===== src/rtl/mem_port_arbiter_pkg.sv =====
`default_nettype none
// ============================================================================
// Module   : mem_port_arbiter_pkg
// Purpose  : Shared types for the memory-port arbiter: access size encoding
//            (same encoding the control unit drives on wb_store_size), FSM
//            state and owner enums, and an alignment helper.
// Revision : 1.0 - initial release
// ============================================================================
package mem_port_arbiter_pkg;

  // Access size, shared with the control unit.
  typedef enum logic [1:0] {
    SIZE_B = 2'b00,
    SIZE_H = 2'b01,
    SIZE_W = 2'b10
  } size_e;

  typedef enum logic [1:0] {
    IDLE    = 2'd0,
    BEAT_LO = 2'd1,
    BEAT_HI = 2'd2,
    RESP    = 2'd3
  } arb_state_e;

  typedef enum logic {
    OWNER_IF = 1'b0,
    OWNER_LS = 1'b1
  } arb_owner_e;

  // Plain-vector state constants for the legacy-style state register.
  localparam logic [1:0] ST_IDLE    = 2'(IDLE);
  localparam logic [1:0] ST_BEAT_LO = 2'(BEAT_LO);
  localparam logic [1:0] ST_BEAT_HI = 2'(BEAT_HI);
  localparam logic [1:0] ST_RESP    = 2'(RESP);

  // Word needs 4-byte alignment, half-word needs 2-byte; bytes never fault.
  function automatic logic is_misaligned(input logic [1:0] size,
                                         input logic [1:0] addr_lo);
    logic r;
    r = 1'b0;
    if (size == SIZE_W)      r = (addr_lo != 2'b00);
    else if (size == SIZE_H) r = addr_lo[0];
    return r;
  endfunction

endpackage
`default_nettype wire


===== src/rtl/mem_lane_steer.sv =====
`default_nettype none
// ============================================================================
// Module   : mem_lane_steer
// Purpose  : Combinational lane steering for one 16-bit beat: byte enables,
//            outgoing write half-word and placement of the read byte/half.
// Revision : 1.0 - initial release
// ============================================================================
module mem_lane_steer
  import mem_port_arbiter_pkg::*;
(
  input  logic [1:0]  i_size,
  input  logic [1:0]  i_addr_lo,
  input  logic        i_beat_hi,
  input  logic [31:0] i_wdata,
  input  logic [15:0] i_rdata,
  output logic [1:0]  o_be,
  output logic [15:0] o_wdata,
  output logic [15:0] o_rdata
);

  // Bit 1 of the address does not affect lane selection within a half-word.
  logic w_unused_addr1;
  assign w_unused_addr1 = i_addr_lo[1];

  // Select enables, write lanes and read-byte shift from size and address.
  always_comb begin
    o_be    = 2'b11;
    o_wdata = i_wdata[15:0];
    o_rdata = i_rdata;
    case (i_size)
      SIZE_W: begin
        if (i_beat_hi) o_wdata = i_wdata[31:16];
      end
      SIZE_B: begin
        o_be    = i_addr_lo[0] ? 2'b10 : 2'b01;
        o_wdata = {2{i_wdata[7:0]}};
        o_rdata = {8'h00, (i_addr_lo[0] ? i_rdata[15:8] : i_rdata[7:0])};
      end
      default: ;
    endcase
  end

endmodule
`default_nettype wire


===== src/rtl/mem_port_arbiter.sv =====
`default_nettype none
// ============================================================================
// Module   : mem_port_arbiter
// Purpose  : Shares one 16-bit memory port between instruction fetch and the
//            LSU. Word accesses take two beats (low half first), byte and
//            half-word accesses take one. Misaligned LSU requests are
//            rejected in IDLE without touching memory.
// Options  : MEM_ARB_RR_EN - round-robin on ties (default: LSU priority).
// Revision : 1.0 - initial release
// ============================================================================
module mem_port_arbiter
  import mem_port_arbiter_pkg::*;
#(
  parameter int ADDR_W = 32,
  parameter int HALF_W = 16
) (
  input  logic              clk,
  input  logic              first_cycle,
  input  logic              if_req_i,
  input  logic [ADDR_W-1:0] if_addr_i,
  output logic              if_gnt_o,
  output logic              if_rvalid_o,
  output logic [31:0]       if_rdata_o,
  input  logic              ls_req_i,
  input  logic              ls_we_i,
  input  logic [1:0]        ls_size_i,
  input  logic [ADDR_W-1:0] ls_addr_i,
  input  logic [31:0]       ls_wdata_i,
  output logic              ls_gnt_o,
  output logic              ls_done_o,
  output logic [31:0]       ls_rdata_o,
  output logic              ls_misalign_o,
  output logic              mem_req_o,
  output logic              mem_we_o,
  output logic [ADDR_W-1:0] mem_addr_o,
  output logic [1:0]        mem_be_o,
  output logic [HALF_W-1:0] mem_wdata_o,
  input  logic [HALF_W-1:0] mem_rdata_i,
  input  logic              mem_ready_i
);

  logic [1:0]        r_state;
  arb_owner_e        r_owner;
  logic [ADDR_W-1:0] r_addr;
  logic [1:0]        r_size;
  logic              r_we;
  logic [31:0]       r_wdata;
  logic [HALF_W-1:0] r_lo;
  logic [31:0]       r_if_rdata;
  logic [31:0]       r_ls_rdata;

  logic              w_idle;
  logic              w_ls_prio;
  logic              w_pick_ls;
  logic              w_ls_mis;
  logic              w_start;
  logic              w_beat_hi;
  logic              w_beat_done;
  logic              w_last_beat;
  logic [1:0]        w_be;
  logic [HALF_W-1:0] w_wdata;
  logic [HALF_W-1:0] w_rplace;
  logic [31:0]       w_rd_final;

  // Grants are only legal in IDLE and never while reset is held.
  assign w_idle = (r_state == ST_IDLE) && first_cycle;

`ifdef MEM_ARB_RR_EN
  arb_owner_e r_last;
  // On a tie the LSU wins only if fetch owned the port last.
  assign w_ls_prio = (r_last == OWNER_IF);

  // Remember the owner of each transaction that actually reaches memory.
  always_ff @(posedge clk or negedge first_cycle) begin
    if (!first_cycle)  r_last <= OWNER_IF;
    else if (w_start)  r_last <= w_pick_ls ? OWNER_LS : OWNER_IF;
  end
`else
  assign w_ls_prio = 1'b1;
`endif

  assign w_pick_ls     = ls_req_i && (!if_req_i || w_ls_prio);
  assign w_ls_mis      = is_misaligned(ls_size_i, ls_addr_i[1:0]);
  assign ls_gnt_o      = w_idle && w_pick_ls;
  assign if_gnt_o      = w_idle && if_req_i && !w_pick_ls;
  assign ls_misalign_o = ls_gnt_o && w_ls_mis;
  assign w_start       = if_gnt_o || (ls_gnt_o && !w_ls_mis);

  assign w_beat_hi   = (r_state == ST_BEAT_HI);
  assign mem_req_o   = ((r_state == ST_BEAT_LO) || w_beat_hi) && first_cycle;
  assign w_beat_done = mem_req_o && mem_ready_i;
  assign w_last_beat = w_beat_done && (w_beat_hi || (r_size != SIZE_W));

  mem_lane_steer u_steer (
    .i_size    (r_size),
    .i_addr_lo (r_addr[1:0]),
    .i_beat_hi (w_beat_hi),
    .i_wdata   (r_wdata),
    .i_rdata   (mem_rdata_i),
    .o_be      (w_be),
    .o_wdata   (w_wdata),
    .o_rdata   (w_rplace)
  );

  // Words pair the captured low half with the live high half.
  assign w_rd_final = (r_size == SIZE_W) ? {mem_rdata_i, r_lo}
                                         : {16'h0000, w_rplace};

  // Beat address: words step through both halves, others hit one half-word.
  always_comb begin
    mem_addr_o = '0;
    if (mem_req_o) begin
      if (r_size == SIZE_W) mem_addr_o = {r_addr[ADDR_W-1:2], w_beat_hi, 1'b0};
      else                  mem_addr_o = {r_addr[ADDR_W-1:1], 1'b0};
    end
  end

  assign mem_we_o    = mem_req_o && r_we;
  assign mem_be_o    = mem_req_o ? w_be : 2'b00;
  assign mem_wdata_o = mem_req_o ? w_wdata : '0;

  assign if_rvalid_o = (r_state == ST_RESP) && (r_owner == OWNER_IF);
  assign ls_done_o   = (r_state == ST_RESP) && (r_owner == OWNER_LS);
  assign if_rdata_o  = r_if_rdata;
  assign ls_rdata_o  = r_ls_rdata;

  // Transaction FSM: latch on grant, run beats, pulse response for one cycle.
  always_ff @(posedge clk or negedge first_cycle) begin
    if (!first_cycle) begin
      r_state <= ST_IDLE;
      r_owner <= OWNER_IF;
      r_addr  <= '0;
      r_size  <= 2'b00;
      r_we    <= 1'b0;
      r_wdata <= '0;
      r_lo    <= '0;
    end else begin
      case (r_state)
        ST_IDLE: begin
          if (w_start) begin
            r_state <= ST_BEAT_LO;
            r_owner <= w_pick_ls ? OWNER_LS : OWNER_IF;
            r_addr  <= w_pick_ls ? ls_addr_i : if_addr_i;
            r_size  <= w_pick_ls ? ls_size_i : 2'(SIZE_W);
            r_we    <= w_pick_ls && ls_we_i;
            r_wdata <= ls_wdata_i;
          end
        end
        ST_BEAT_LO: begin
          if (w_beat_done) begin
            r_lo    <= mem_rdata_i;
            r_state <= (r_size == SIZE_W) ? ST_BEAT_HI : ST_RESP;
          end
        end
        ST_BEAT_HI: begin
          if (w_beat_done) r_state <= ST_RESP;
        end
        default: r_state <= ST_IDLE;
      endcase
    end
  end

  // Update the owner's read data on the final beat so it is valid in RESP.
  always_ff @(posedge clk or negedge first_cycle) begin
    if (!first_cycle) begin
      r_if_rdata <= '0;
      r_ls_rdata <= '0;
    end else if (w_last_beat) begin
      if (r_owner == OWNER_IF) r_if_rdata <= w_rd_final;
      else if (!r_we)          r_ls_rdata <= w_rd_final;
    end
  end

endmodule
`default_nettype wire


===== config.mk =====
export PLATFORM = sky130hd
export DESIGN_NAME = mem_port_arbiter
export DESIGN_NICKNAME = d
export VERILOG_FILES = /design/src/rtl/mem_port_arbiter_pkg.sv /design/src/rtl/mem_lane_steer.sv /design/src/rtl/mem_port_arbiter.sv
export SDC_FILE = /design/constraint.sdc
export NUM_CORES = 1
export LEC_CHECK = 0
export ABC_CLOCK_PERIOD_IN_PS = 2800
export BUFFER_PORTS_ARGS = -buffer_cell sky130_fd_sc_hd__buf_2
export CAP_MARGIN = 5
export CELL_PAD_IN_SITES_DETAIL_PLACEMENT = 1
export CELL_PAD_IN_SITES_GLOBAL_PLACEMENT = 1
export CORE_ASPECT_RATIO = 0.7
export CORE_MARGIN = 8
export CORE_UTILIZATION = 39
export DETAILED_ROUTE_END_ITERATION = 7
export PLACE_DENSITY = 0.84
export SLEW_MARGIN = 25
export SYNTH_ARGS = -nofsm -noshare
export SYNTH_HDL_FRONTEND = slang
export SYNTH_SLANG_ARGS = --single-unit

===== constraint.sdc =====
create_clock -name clk -period 2.8 [get_ports clk]
set_input_delay 0.84 -clock clk [delete_from_list [all_inputs] [get_ports clk]]
set_output_delay 0.84 -clock clk [all_outputs]
set_load 0.01 [all_outputs]

==> tab_implementation.tex <==
\begin{tabular}{lr}
\hline
Metric & Value \\
\hline
\multicolumn{2}{l}{\textbf{Yosys}} \\
Most instantiated library cell after synthesis & sky130\_fd\_sc\_hd\_\_dfrtp\_1 \\
Number of flops mapped to enable cells by yosys & 0 \\
Simple-gate share of the synthesized area & a little over a tenth \\
Post-synthesis instance area & a little over 7000 um2 \\
Main synth FF type & sky130\_fd\_sc\_hd\_\_dfrtp\_1 \\
Fraction of the yosys area taken by sequential cells & 52.4\% \\
FFs w/ async S/R, synth & 100\% \\
Mean instance size in the synthesized netlist & between 10 and 15 um2 \\
Synth top area cells & sky130\_fd\_sc\_hd\_\_dfrtp\_1 (52\%), sky130\_fd\_sc\_hd\_\_mux2i\_1 (7.8\%), sky130\_fd\_sc\_hd\_\_mux2\_4 (5.9\%) \\
Adder-Cell Fraction of Synth Area & under 10\% \\
Gate count after technology mapping & approximately 650 \\
Post-synthesis sequential element count & 150 \\
Net count after synthesis & slightly below 800 \\
Dominant combinational cell family by area after synthesis & multiplexers \\
Area leader, netlist & sky130\_fd\_sc\_hd\_\_dfrtp\_1 \\
XOR/XNOR Fraction of Synth Area & 0\% \\
Number of distinct standard cells referenced by the synthesized netlist & 41 \\
Fraction of the mapped netlist area in compound gates & 11.1\% \\
Leading post-synthesis cells by instance count & sky130\_fd\_sc\_hd\_\_dfrtp\_1 (150), sky130\_fd\_sc\_hd\_\_o21ai\_1 (64), sky130\_fd\_sc\_hd\_\_mux2i\_1 (56), sky130\_fd\_sc\_hd\_\_nand2\_1 (56), sky130\_fd\_sc\_hd\_\_nand3\_1 (41) \\
Share of cell area taken by muxes after synthesis & 19.7\% \\
Syn. warnings & 0 \\
Top cell type's share of synthesized area & between 50\% and 60\% \\
\multicolumn{2}{l}{\textbf{Power and ir drop}} \\
Clock share of power & roughly 22\% \\
Sequential share of power & a little over a third \\
P\_leak & slightly below 5 nW \\
Internal power & around 0.007 W \\
Switching component of the power & around 0.0044 W \\
Switching power as a share of total power & about two fifths \\
Share of total power in combinational logic & between 40\% and 50\% \\
PD cells & about 1200 nW/um2 \\
Peak supply drop & 0.592 mV \\
\multicolumn{2}{l}{\textbf{Worst setup path}} \\
Launch instance of the worst register-to-register path & r\_state[1] \\
CP Launch Type & register \\
Worst reg2reg setup slack & around 0.37 ns \\
Number of cells on the worst reg-to-reg path & 11 \\
Category of the worst setup path capture point & output port \\
Endpoint of the worst register-to-register path & ls\_rdata\_o[3] \\
CP required & between 1.5 and 2 ns \\
Category of the critical setup timing path & register to output port \\
Biggest fanout along the worst timing path & 9 \\
Crit path arrival time & around 1.9 ns \\
\multicolumn{2}{l}{\textbf{Global route}} \\
GRT Total Usage & between 20\% and 30\% \\
Number of global-route vias before repair & 6633 \\
GR met2 Demand/Resource & 33.3\% \\
Met3 Usage GRT & about 5.5\% \\
First-pass GRT wire length & 38100 um \\
Antenna violations before repair & 3 \\
Pin count of the biggest net entering global routing & 80 \\
Global routing usage on met1 & between 20\% and 30\% \\
Global route overflow & 0 \\
Busiest grt layer & met2 \\
\multicolumn{2}{l}{\textbf{Drt}} \\
Antenna viol nets, final & 0 \\
Wirelength, routed & 24700 um \\
DRC Markers & 0 \\
Starting DRT DRC Count & $\sim$360 \\
Routed vias & 6104 \\
Via/cell ratio & 5.35 \\
Routed length per instance & between 20 and 25 um \\
Detailed-routing iteration count for the pre-antenna-repair pass & 4 \\
\multicolumn{2}{l}{\textbf{Placement}} \\
Placement Setup Slack & around 0.15 ns \\
Detailed-placement wirelength estimate & roughly 18000 um \\
Total cell area at the placement stage & 8670 um2 \\
IO buf count & roughly 240 \\
Placer congestion estimate & 0.891 \\
\multicolumn{2}{l}{\textbf{Timing}} \\
Final critical path time including I/O delays and setup & $\sim$2.7 ns \\
Portion of the clock cycle consumed by the worst path in the final layout & about 100\% \\
Worst clock skew & 0.00933 ns \\
Final hold violation count & 0 \\
Relative slew margins & between 40\% and 50\% \\
Final setup violation count & 0 \\
Post-route worst setup slack & 0.0754 ns \\
Unrepaired setup endpoints after global routing & false \\
Post-route setup TNS & 0 ns \\
Slew @ Worst Pin & 0.805 ns \\
Final number of max-transition violations & 0 \\
Upper clock frequency limit & $\sim$370 MHz \\
\multicolumn{2}{l}{\textbf{Floorplan}} \\
Total number of placement rows & approximately 40 \\
Core region area & around 18000 um2 \\
Die Span Y & about 130 um \\
Overall die width & 178 um \\
Count of pins on the block boundary & roughly 240 \\
Die area & 23000 um2 \\
Initial Util & 39.8\% \\
\multicolumn{2}{l}{\textbf{Hold path}} \\
Worst Hold Class & primary input to asynchronous set/reset pin \\
\multicolumn{2}{l}{\textbf{Final layout}} \\
Share of final-layout standard cells stronger than drive strength 1 & 40.4\% \\
Post-route standard cell area excluding fillers & $\sim$9400 um2 \\
Area grow syn2layout & 31.8\% \\
Total of fill cells in the finished design & 2032 \\
Total Nets Final & 1016 \\
Fin util & between 50\% and 60\% \\
\multicolumn{2}{l}{\textbf{Clock network}} \\
Num CTS Buffers & 17 \\
CTS Root Buffer Type & sky130\_fd\_sc\_hd\_\_clkbuf\_16 \\
Clock Path Buffers & 2 \\
Insertion delay to the later sink of the worst-skew pair & 0.43 ns \\
H-tree levels & 4 \\
CTS clk-pin slew, worst paths & around 0.06 ns \\
CTS tree & done \\
Number of clock sinks & 150 \\
\# hold bufs at CTS & 0 \\
\multicolumn{2}{l}{\textbf{Job}} \\
Max capacitance violation total & 0 \\
\multicolumn{2}{l}{\textbf{Outcome}} \\
Outcome & completed \\
\hline
\end{tabular}
-- final cells by class --
type | count | area [um2] | share of cell area (%)
well taps | 236 | 295 | 3.13
inverters | 30 | 115 | 1.22
clock inverters | 15 | 216 | 2.29
clock buffers | 17 | 425 | 4.51
repair buffers | 272 | 1500 | 15.8
multi-input cells | 418 | 3120 | 33.1
repair inverters | 1 | 7.51 | 0.0796
diodes | 1 | 2.50 | 0.0265
flip-flops and latches | 150 | 3760 | 39.8
-- cell usage in the layout, fill, tap and decap left out, types with 28 or more instances in the layout --
cell                      count
sky130_fd_sc_hd__buf_2      238
sky130_fd_sc_hd__o21ai_1     64
sky130_fd_sc_hd__mux2i_1     56
sky130_fd_sc_hd__buf_4       28
sky130_fd_sc_hd__nand3_1     41
sky130_fd_sc_hd__mux2_4      28
sky130_fd_sc_hd__and3_1      32
sky130_fd_sc_hd__nand2_1     53
sky130_fd_sc_hd__dfrtp_1    148
-- per-stage QoR --
step	power, W	hold slack [ns]	cells
after floorplan	0.00651	0.465	648
after global placement	0.00828	0.464	1098
after detailed placement	0.00853	0.473	1098
after CTS	0.0112	0.184	1133
after global routing	0.0119	0.193	1139
final	0.0112	0.213	1140
-- what timing repair did --
| item | in CTS | in global routing |
|---|---|---|
| buffers inserted | 3 | 5 |
| resized for setup | 8 | 5 |
| gates cloned | 0 | 1 |
| endpoints found under the setup margin | 15 | 35 |
-- metal layers --
| layer | vias to the layer above | wire (um) | share of wire (%) |
|---|---|---|---|
| li1 | 2778 | - | - |
| met1 | 3081 | 11200 | 46 |
| met2 | 212 | 11400 | 46 |
| met3 | 27 | 1740 | 7.1 |
| met4 | 6 | 231 | 0.94 |
| met5 | - | 37 | 0.15 |
-- worst max-delay path: stages (launching register included) --
cell and delay [ns]:
sky130_fd_sc_hd__dfrtp_2 0.42, sky130_fd_sc_hd__buf_4 0.16, sky130_fd_sc_hd__ha_4 0.20, sky130_fd_sc_hd__nand2_2 0.19, sky130_fd_sc_hd__nand2_1 0.09, sky130_fd_sc_hd__a21oi_1 0.23, sky130_fd_sc_hd__buf_2 0.18
-- cells by family after synthesis --
logic type               after synthesis
buffers and inverters                 80
flip-flops                           150
other                                  1
AO/OA/AOI/OAI                        135
adder cells (fa/ha/maj)                6
AND/OR/NAND/NOR                      154
multiplexers                         122
-- worst max-delay path by stage --
stage | slack (ns) | end | cells past startpoint | start
floorplan | 0.43 | mem_wdata_o[11] | 6 | r_state[0]
global placement | 0.25 | mem_wdata_o[10] | 6 | first_cycle
detailed placement | 0.15 | mem_wdata_o[11] | 6 | first_cycle
CTS | 0.002 | mem_wdata_o[11] | 7 | r_state[1]
global route | 0.009 | mem_wdata_o[0] | 6 | r_state[1]
finish | 0.08 | mem_wdata_o[0] | 6 | r_state[1]
-- registers in the layout (all words and copies together) (netlist names) --
name / flops
ls_rdata_o: 32
r_state: 2
r_wdata: 32
r_owner: 1
r_size: 2
r_lo: 16
r_we: 1
r_addr: 32
if_rdata_o: 32
-- power groups by stage --
stage / combinational (W) / sequential [W] / clock, W
2_1_floorplan: 0.00257 / 0.00394 / 0
3_3_place_gp: 0.00437 / 0.00391 / 0
3_5_place_dp: 0.00457 / 0.00396 / 0
4_1_cts: 0.00468 / 0.00394 / 0.00256
5_1_grt: 0.00522 / 0.00406 / 0.00267
6_report: 0.00478 / 0.00394 / 0.00251
No activity file was read; power rests on OpenSTA's default activity.
